[src/rtl/seq_alu_pkg.sv]
// seq_alu_pkg: shared opcode/state enums and the status flag bundle.
package seq_alu_pkg;

   typedef enum logic [2:0] {
      OP_ADD = 3'b000,
      OP_SUB = 3'b001,
      OP_AND = 3'b010,
      OP_OR  = 3'b011,
      OP_XOR = 3'b100,
      OP_SHL = 3'b101,
      OP_SHR = 3'b110,
      OP_MUL = 3'b111
   } op_e;

   typedef enum logic [1:0] {
      S_IDLE = 2'd0,
      S_EXEC = 2'd1,
      S_DONE = 2'd2
   } state_e;

   typedef struct packed {
      logic z;
      logic c;
      logic n;
      logic v;
   } flags_t;

endpackage

[src/rtl/seq_alu_iter.sv]
// seq_alu_iter: iterative datapath, one bit per cycle over WIDTH cycles.
// Shift-add unsigned multiply; with div_mode set, unsigned restoring divide
// (only ever requested when SEQ_ALU_DIV_EN is defined in the core).
// {hi, lo} holds product (MUL) or {remainder, quotient} (DIV).
// done is high during the final step; res is then the finished value.
module seq_alu_iter #(
   parameter int WIDTH = 8
) (
   input  logic               clk,
   input  logic               rst_n,
   input  logic               start,
   input  logic               div_mode,
   input  logic [WIDTH-1:0]   a,
   input  logic [WIDTH-1:0]   b,
   output logic               done,
   output logic [2*WIDTH-1:0] res
);

   localparam int CW = $clog2(WIDTH);

   logic [WIDTH-1:0] hi, lo, m, hi_nx, lo_nx, rem_dif;
   logic [WIDTH:0]   add_sum, rem_sh;
   logic [CW-1:0]    cnt;
   logic             busy, div_q;

   // One iteration step: add-and-shift-right for MUL, shift-left-and-subtract for DIV.
   always_comb begin
      add_sum = {1'b0, hi} + (lo[0] ? {1'b0, m} : '0);
      rem_sh  = {hi, lo[WIDTH-1]};
      // Only used when rem_sh >= m, so the difference always fits in WIDTH bits.
      rem_dif = rem_sh[WIDTH-1:0] - m;
      if (div_q) begin
         if (rem_sh >= {1'b0, m}) begin
            hi_nx = rem_dif;
            lo_nx = {lo[WIDTH-2:0], 1'b1};
         end else begin
            hi_nx = rem_sh[WIDTH-1:0];
            lo_nx = {lo[WIDTH-2:0], 1'b0};
         end
      end else begin
         hi_nx = add_sum[WIDTH:1];
         lo_nx = {add_sum[0], lo[WIDTH-1:1]};
      end
   end

   // Load operands on start, then step WIDTH times counting WIDTH-1 down to 0.
   always_ff @(posedge clk or negedge rst_n) begin
      if (!rst_n) begin
         hi    <= '0;
         lo    <= '0;
         m     <= '0;
         cnt   <= '0;
         busy  <= 1'b0;
         div_q <= 1'b0;
      end else if (start) begin
         hi    <= '0;
         lo    <= div_mode ? a : b;
         m     <= div_mode ? b : a;
         cnt   <= CW'(WIDTH - 1);
         busy  <= 1'b1;
         div_q <= div_mode;
      end else if (busy) begin
         hi  <= hi_nx;
         lo  <= lo_nx;
         cnt <= cnt - 1'b1;
         if (cnt == '0) busy <= 1'b0;
      end
   end

   assign done = busy && (cnt == '0);
   assign res  = {hi_nx, lo_nx};

endmodule

[src/rtl/seq_alu_core.sv]
// seq_alu_core: registered ALU with valid/ready in and out, accumulator
// operand mode, status flags and a multi-cycle multiplier.
// Optional macro SEQ_ALU_DIV_EN: use_acc=1 with op=111 selects unsigned divide.
module seq_alu_core
   import seq_alu_pkg::*;
#(
   parameter int WIDTH = 8
) (
   input  logic               clk,
   input  logic               rst_n,
   input  logic               in_valid,
   output logic               in_ready,
   input  logic [2:0]         op,
   input  logic               use_acc,
   input  logic [WIDTH-1:0]   a_in,
   input  logic [WIDTH-1:0]   b_in,
   output logic               out_valid,
   input  logic               out_ready,
   output logic [2*WIDTH-1:0] result,
   output logic               flag_z,
   output logic               flag_c,
   output logic               flag_n,
   output logic               flag_v,
   output logic               err,
   output logic [WIDTH-1:0]   acc
);

   localparam int SHW = $clog2(WIDTH);

   state_e             state;
   logic [2*WIDTH-1:0] res_q, it_res;
   flags_t             flg_q;
   logic               err_q, div_q, dz_q, div_sel, it_done, iter_start;
   logic [WIDTH-1:0]   acc_q, a_op, sc_res;
   logic               sc_c, sc_v;
   logic [SHW-1:0]     sh;

   assign a_op = use_acc ? acc_q : a_in;
   assign sh   = b_in[SHW-1:0];

`ifdef SEQ_ALU_DIV_EN
   assign div_sel = use_acc;
`else
   assign div_sel = 1'b0;
`endif

   assign in_ready   = rst_n && (state == S_IDLE);
   assign iter_start = in_valid && in_ready && (op_e'(op) == OP_MUL);

   // Single-cycle ops evaluated straight from the presented operands.
   always_comb begin
      sc_res = '0;
      sc_c   = 1'b0;
      sc_v   = 1'b0;
      case (op_e'(op))
         OP_ADD: begin
            {sc_c, sc_res} = {1'b0, a_op} + {1'b0, b_in};
            sc_v = (a_op[WIDTH-1] == b_in[WIDTH-1]) && (sc_res[WIDTH-1] != a_op[WIDTH-1]);
         end
         OP_SUB: begin
            {sc_c, sc_res} = {1'b0, a_op} - {1'b0, b_in};
            sc_v = (a_op[WIDTH-1] != b_in[WIDTH-1]) && (sc_res[WIDTH-1] != a_op[WIDTH-1]);
         end
         OP_AND: sc_res = a_op & b_in;
         OP_OR:  sc_res = a_op | b_in;
         OP_XOR: sc_res = a_op ^ b_in;
         // Extra bit catches the last bit shifted out; zero for a shift of 0.
         OP_SHL: {sc_c, sc_res} = {1'b0, a_op} << sh;
         OP_SHR: {sc_res, sc_c} = {a_op, 1'b0} >> sh;
         default: ;
      endcase
   end

   seq_alu_iter #(.WIDTH(WIDTH)) u_iter (
      .clk      (clk),
      .rst_n    (rst_n),
      .start    (iter_start),
      .div_mode (div_sel),
      .a        (a_op),
      .b        (b_in),
      .done     (it_done),
      .res      (it_res)
   );

   // Control FSM: latch results/flags on entry to DONE, hold until taken.
   always_ff @(posedge clk or negedge rst_n) begin
      if (!rst_n) begin
         state <= S_IDLE;
         res_q <= '0;
         flg_q <= '0;
         err_q <= 1'b0;
         acc_q <= '0;
         div_q <= 1'b0;
         dz_q  <= 1'b0;
      end else begin
         case (state)
            S_IDLE: if (in_valid) begin
               if (op_e'(op) == OP_MUL) begin
                  div_q <= div_sel;
                  dz_q  <= div_sel && (b_in == '0);
                  state <= S_EXEC;
               end else begin
                  res_q <= {{WIDTH{1'b0}}, sc_res};
                  flg_q <= '{z: (sc_res == '0), c: sc_c, n: sc_res[WIDTH-1], v: sc_v};
                  err_q <= 1'b0;
                  acc_q <= sc_res;
                  state <= S_DONE;
               end
            end
            S_EXEC: if (it_done) begin
               res_q <= it_res;
               // Divide flags look at the quotient only; multiply at the full product.
               flg_q <= '{z: (div_q ? (it_res[WIDTH-1:0] == '0) : (it_res == '0)),
                          c: 1'b0, n: it_res[WIDTH-1], v: 1'b0};
               err_q <= dz_q;
               if (!dz_q) acc_q <= it_res[WIDTH-1:0];
               state <= S_DONE;
            end
            S_DONE: if (out_ready) state <= S_IDLE;
            default: state <= S_IDLE;
         endcase
      end
   end

   assign out_valid = (state == S_DONE);
   assign result    = res_q;
   assign flag_z    = flg_q.z;
   assign flag_c    = flg_q.c;
   assign flag_n    = flg_q.n;
   assign flag_v    = flg_q.v;
   assign err       = err_q;
   assign acc       = acc_q;

endmodule

[config.mk]
export PLATFORM = sky130hd
export DESIGN_NAME = seq_alu_core
export DESIGN_NICKNAME = d
export VERILOG_FILES = /design/src/rtl/seq_alu_pkg.sv /design/src/rtl/seq_alu_iter.sv /design/src/rtl/seq_alu_core.sv
export SDC_FILE = /design/constraint.sdc
export NUM_CORES = 1
export LEC_CHECK = 0
export ABC_AREA = 0
export CAP_MARGIN = 10
export CORE_AREA = 2 2 109 111
export DETAILED_ROUTE_END_ITERATION = 8
export DIE_AREA = 0 0 111 113
export MAX_ROUTING_LAYER = met4
export PLACE_DENSITY = 0.68
export SYNTH_ARGS = -nofsm -noshare
export SYNTH_HDL_FRONTEND = slang
export SYNTH_SLANG_ARGS = --single-unit
[constraint.sdc]
create_clock -name clk -period 3.8 [get_ports clk]
set_clock_uncertainty 0.1 [all_clocks]
set_input_delay 0.76 -clock clk [delete_from_list [all_inputs] [get_ports clk]]
set_output_delay 0.76 -clock clk [all_outputs]
set_load 0.01 [all_outputs]
==> results.json <==
{
  "viasPerCell": 5.644,
  "cp-startpoint": "use_acc",
  "p_total_mw": 3.631,
  "synth_edf_count": 0,
  "place_congestion": 0.9450,
  "postSynthAreaPerCell_um2": 8.729,
  "insertion_delay_ps": 290,
  "synth_fp_nets": 578,
  "numCtsBuffers": 5,
  "setup_ws_ps": 95.82,
  "synth_warnings": 0,
  "fill_cells": 1044,
  "clock.fmax_mhz": 270.0,
  "first_iter_violations": 336,
  "dieArea_mm2": 0.01254,
  "critPathRequiredTime_ps": 3860,
  "antenna_cells": 0,
  "end_kind": "flip-flop",
  "period_needed_ps": 3704,
  "drt-wirelength-per-cell_um": 18.45,
  "ir_worst_vdd_v": 0.0003584,
  "start_util_pct": 39.73,
  "die_w_um": 111,
  "p_leak_nw": 2.574,
  "yosys_register_bits": 49,
  "dp.cells": 743,
  "synth_area_mm2": 0.004478,
  "use_met2_pct": 36.24,
  "worst_ep_arrival_time_ps": 3760,
  "multi_input_area_mm2": 0.003007,
  "setup_viol": 0,
  "worst_pin_slew_ps": 737.4,
  "use_met3_pct": 2.785,
  "syn_to_final_growth_pct": 28.28,
  "cts_root_buf": "clkbuf_16",
  "hold_slack_ps": 376.7,
  "dp_hpwl_um": 10880,
  "slew_violations": 0,
  "p_per_area_mw_per_mm2": 632.1,
  "first_pass_iters": 7,
  "rsz0062_at_grt": "yes",
  "h-tree-depth": 2,
  "port_buffers": 53,
  "critPathMaxFanout": 4,
  "die_y_um": 113,
  "cts_buffer_depth": 2,
  "grt_max_degree": 50,
  "synth_seq_area_share_pct": 27.38,
  "overflow": 0,
  "post-route-period-util_pct": 97.48,
  "hold_path.class": "flip-flop to flip-flop",
  "final_cell_area_mm2": 0.005744,
  "yosysMostFrequentCell": "dfrtp_1",
  "drive_gt1_share_pct": 17.60,
  "final_cells": 751,
  "synth_flop_cell": "dfrtp_1",
  "status": "complete, no violations",
  "num_vias": 4239,
  "drt-total-wl_um": 13860,
  "relSlewSlack_pct": 50.73,
  "io_pins": 55,
  "fin_nets": 672,
  "grt_use_met1_pct": 31.14,
  "grt_pass1_wl_um": 22310,
  "holdBufCountCts": 0,
  "async_flop_share_pct": 100.0,
  "synth_top_cells_by_area": "dfrtp_1, ha_1, mux2i_1",
  "synthDistinctLibCells": 64,
  "synthTopCellsByCount": "dfrtp_1, nor2_1, ha_1, nand2_1, o21ai_0",
  "yosysTopAreaCellShare_pct": 27.38,
  "numClockSinks": 49,
  "placed_area_mm2": 0.005512,
  "cp-start-kind": "input port",
  "hold_start": "result[9]",
  "regArea_mm2": 0.001226,
  "r2r-start": "u_iter.lo[0]",
  "grt_pass1_vias": 4214,
  "grt_busiest_layer": "met2",
  "ant_nets": 0,
  "cts_tree": "yes",
  "core_mm2": 0.01127,
  "yosys.area.top_type": "dfrtp_1",
  "critPathKind": "input port to flip-flop",
  "rows": 39,
  "post-place-ws_ps": -241.9,
  "final-hold-violation-count": 0,
  "syn-instance-count": 513,
  "track_usage_pct": 22.86,
  "drv_cap": 0,
  "path_clk_slew_ps": 70,
  "antenna_found_initial": 0,
  "drc_errors": 0
}
[state kept, by name, indices dropped and copies added (netlist names)]
name and count:
flag_c 1, flag_v 1, flag_z 1, result 16, state 2, u_iter.busy 1
u_iter.cnt 3, u_iter.hi 8, u_iter.lo 8, u_iter.m 8
[metrics by stage]
| stage | setup TNS [ps] | util [%] |
|---|---|---|
| after floorplan | 0 | - |
| after global placement | -832.9 | 48.90 |
| after detailed placement | -1077 | 48.90 |
| after CTS | 0 | 50.34 |
| after global routing | -51.16 | 50.96 |
| final | 0 | 50.96 |
[metal layers]
layer  vias to the layer above  part of all wire [%]
met2                       149                    46
met1                      2030                    47
met5                         -                     0
li1                       2037                     -
met4                         0                   2.4
met3                        23                   5.2
[cells in the final DEF, fill, tap and decap left out, types with 5 or more instances in the layout]
cell type,synthesis,routed
buf_4,10,69
inv_1,30,30
a21oi_1,27,27
nand3_1,13,13
xnor2_1,11,11
ha_1,38,38
nor3_1,15,14
nor2_1,44,41
clkbuf_16,0,5
a21o_1,5,5
a22o_1,7,7
nand2_1,38,38
or3_1,6,6
dfrtp_1,49,49
nor2b_1,5,5
nand4_1,5,5
mux4_2,7,7
nand2b_1,12,12
and3_1,5,5
and2_1,7,7
mux2i_1,30,28
o21ai_0,32,31
clkdlybuf4s50_1,0,52
a211oi_1,13,11
mux2i_2,4,5
[kinds of logic (layout without fill, tap and decap cells)]
group           Yosys count  in the layout  share of synthesized area [%]
other cells               1              1                        0.08374
buf+inv                  68            163                          7.181
fa+ha+maj                41             41                          11.96
xor+xnor                 15             15                          2.934
compound gates          129            129                          19.25
flops                    49             49                          27.38
mux                      45             45                          13.13
simple gates            165            165                          18.08
[what timing repair did]
action / in CTS / in global routing
endpoints found under the setup margin: 1 / 6
resized for setup: 1 / 14
buffers inserted: 0 / 0
gates cloned: 0 / 0
[power breakdown]
group          switching, mW  internal [mW]  leakage (nW)  total [mW]
Clock                  0.186          0.279        0.0799       0.465
Combinational           1.16           1.06          1.88        2.21
Sequential             0.221          0.732         0.610       0.952
Total                   1.56           2.07          2.57        3.63
[final timing paths]
| kind | cells past startpoint | slack (ps) | endpoint |
|---|---|---|---|
| max | 14 | 100 | result[3] |
| min | 2 | 380 | result[9] |
| max reg2reg | 11 | 470 | flag_z |
| min reg2reg | 2 | 380 | result[9] |
| max in group asynchronous | 2 | 2680 | flag_v |
| min in group asynchronous | 2 | 490 | result[8] |
[worst max-delay path, cell delays in order]
cell,delay [ps]
clkdlybuf4s50_1,590
buf_4,180
mux2i_2,270
buf_4,170
ha_1,240
o21bai_1,310
buf_4,180
a21oi_1,70
xnor2_1,190
a2bb2oi_1,210
nand3_1,180
buf_4,180
o22ai_1,130
o21ai_0,110
[final cells by class]
cell class                 count  share of cell area [%]
clock buffer                   7                   2.657
clock inverter                 1                 0.08713
sequential                    49                   21.35
multi-input combinational    396                   52.34
timing repair buffer         123                   18.36
tap                          143                   3.115
inverter                      32                   2.091
No activity file was read; power rests on OpenSTA's default activity.
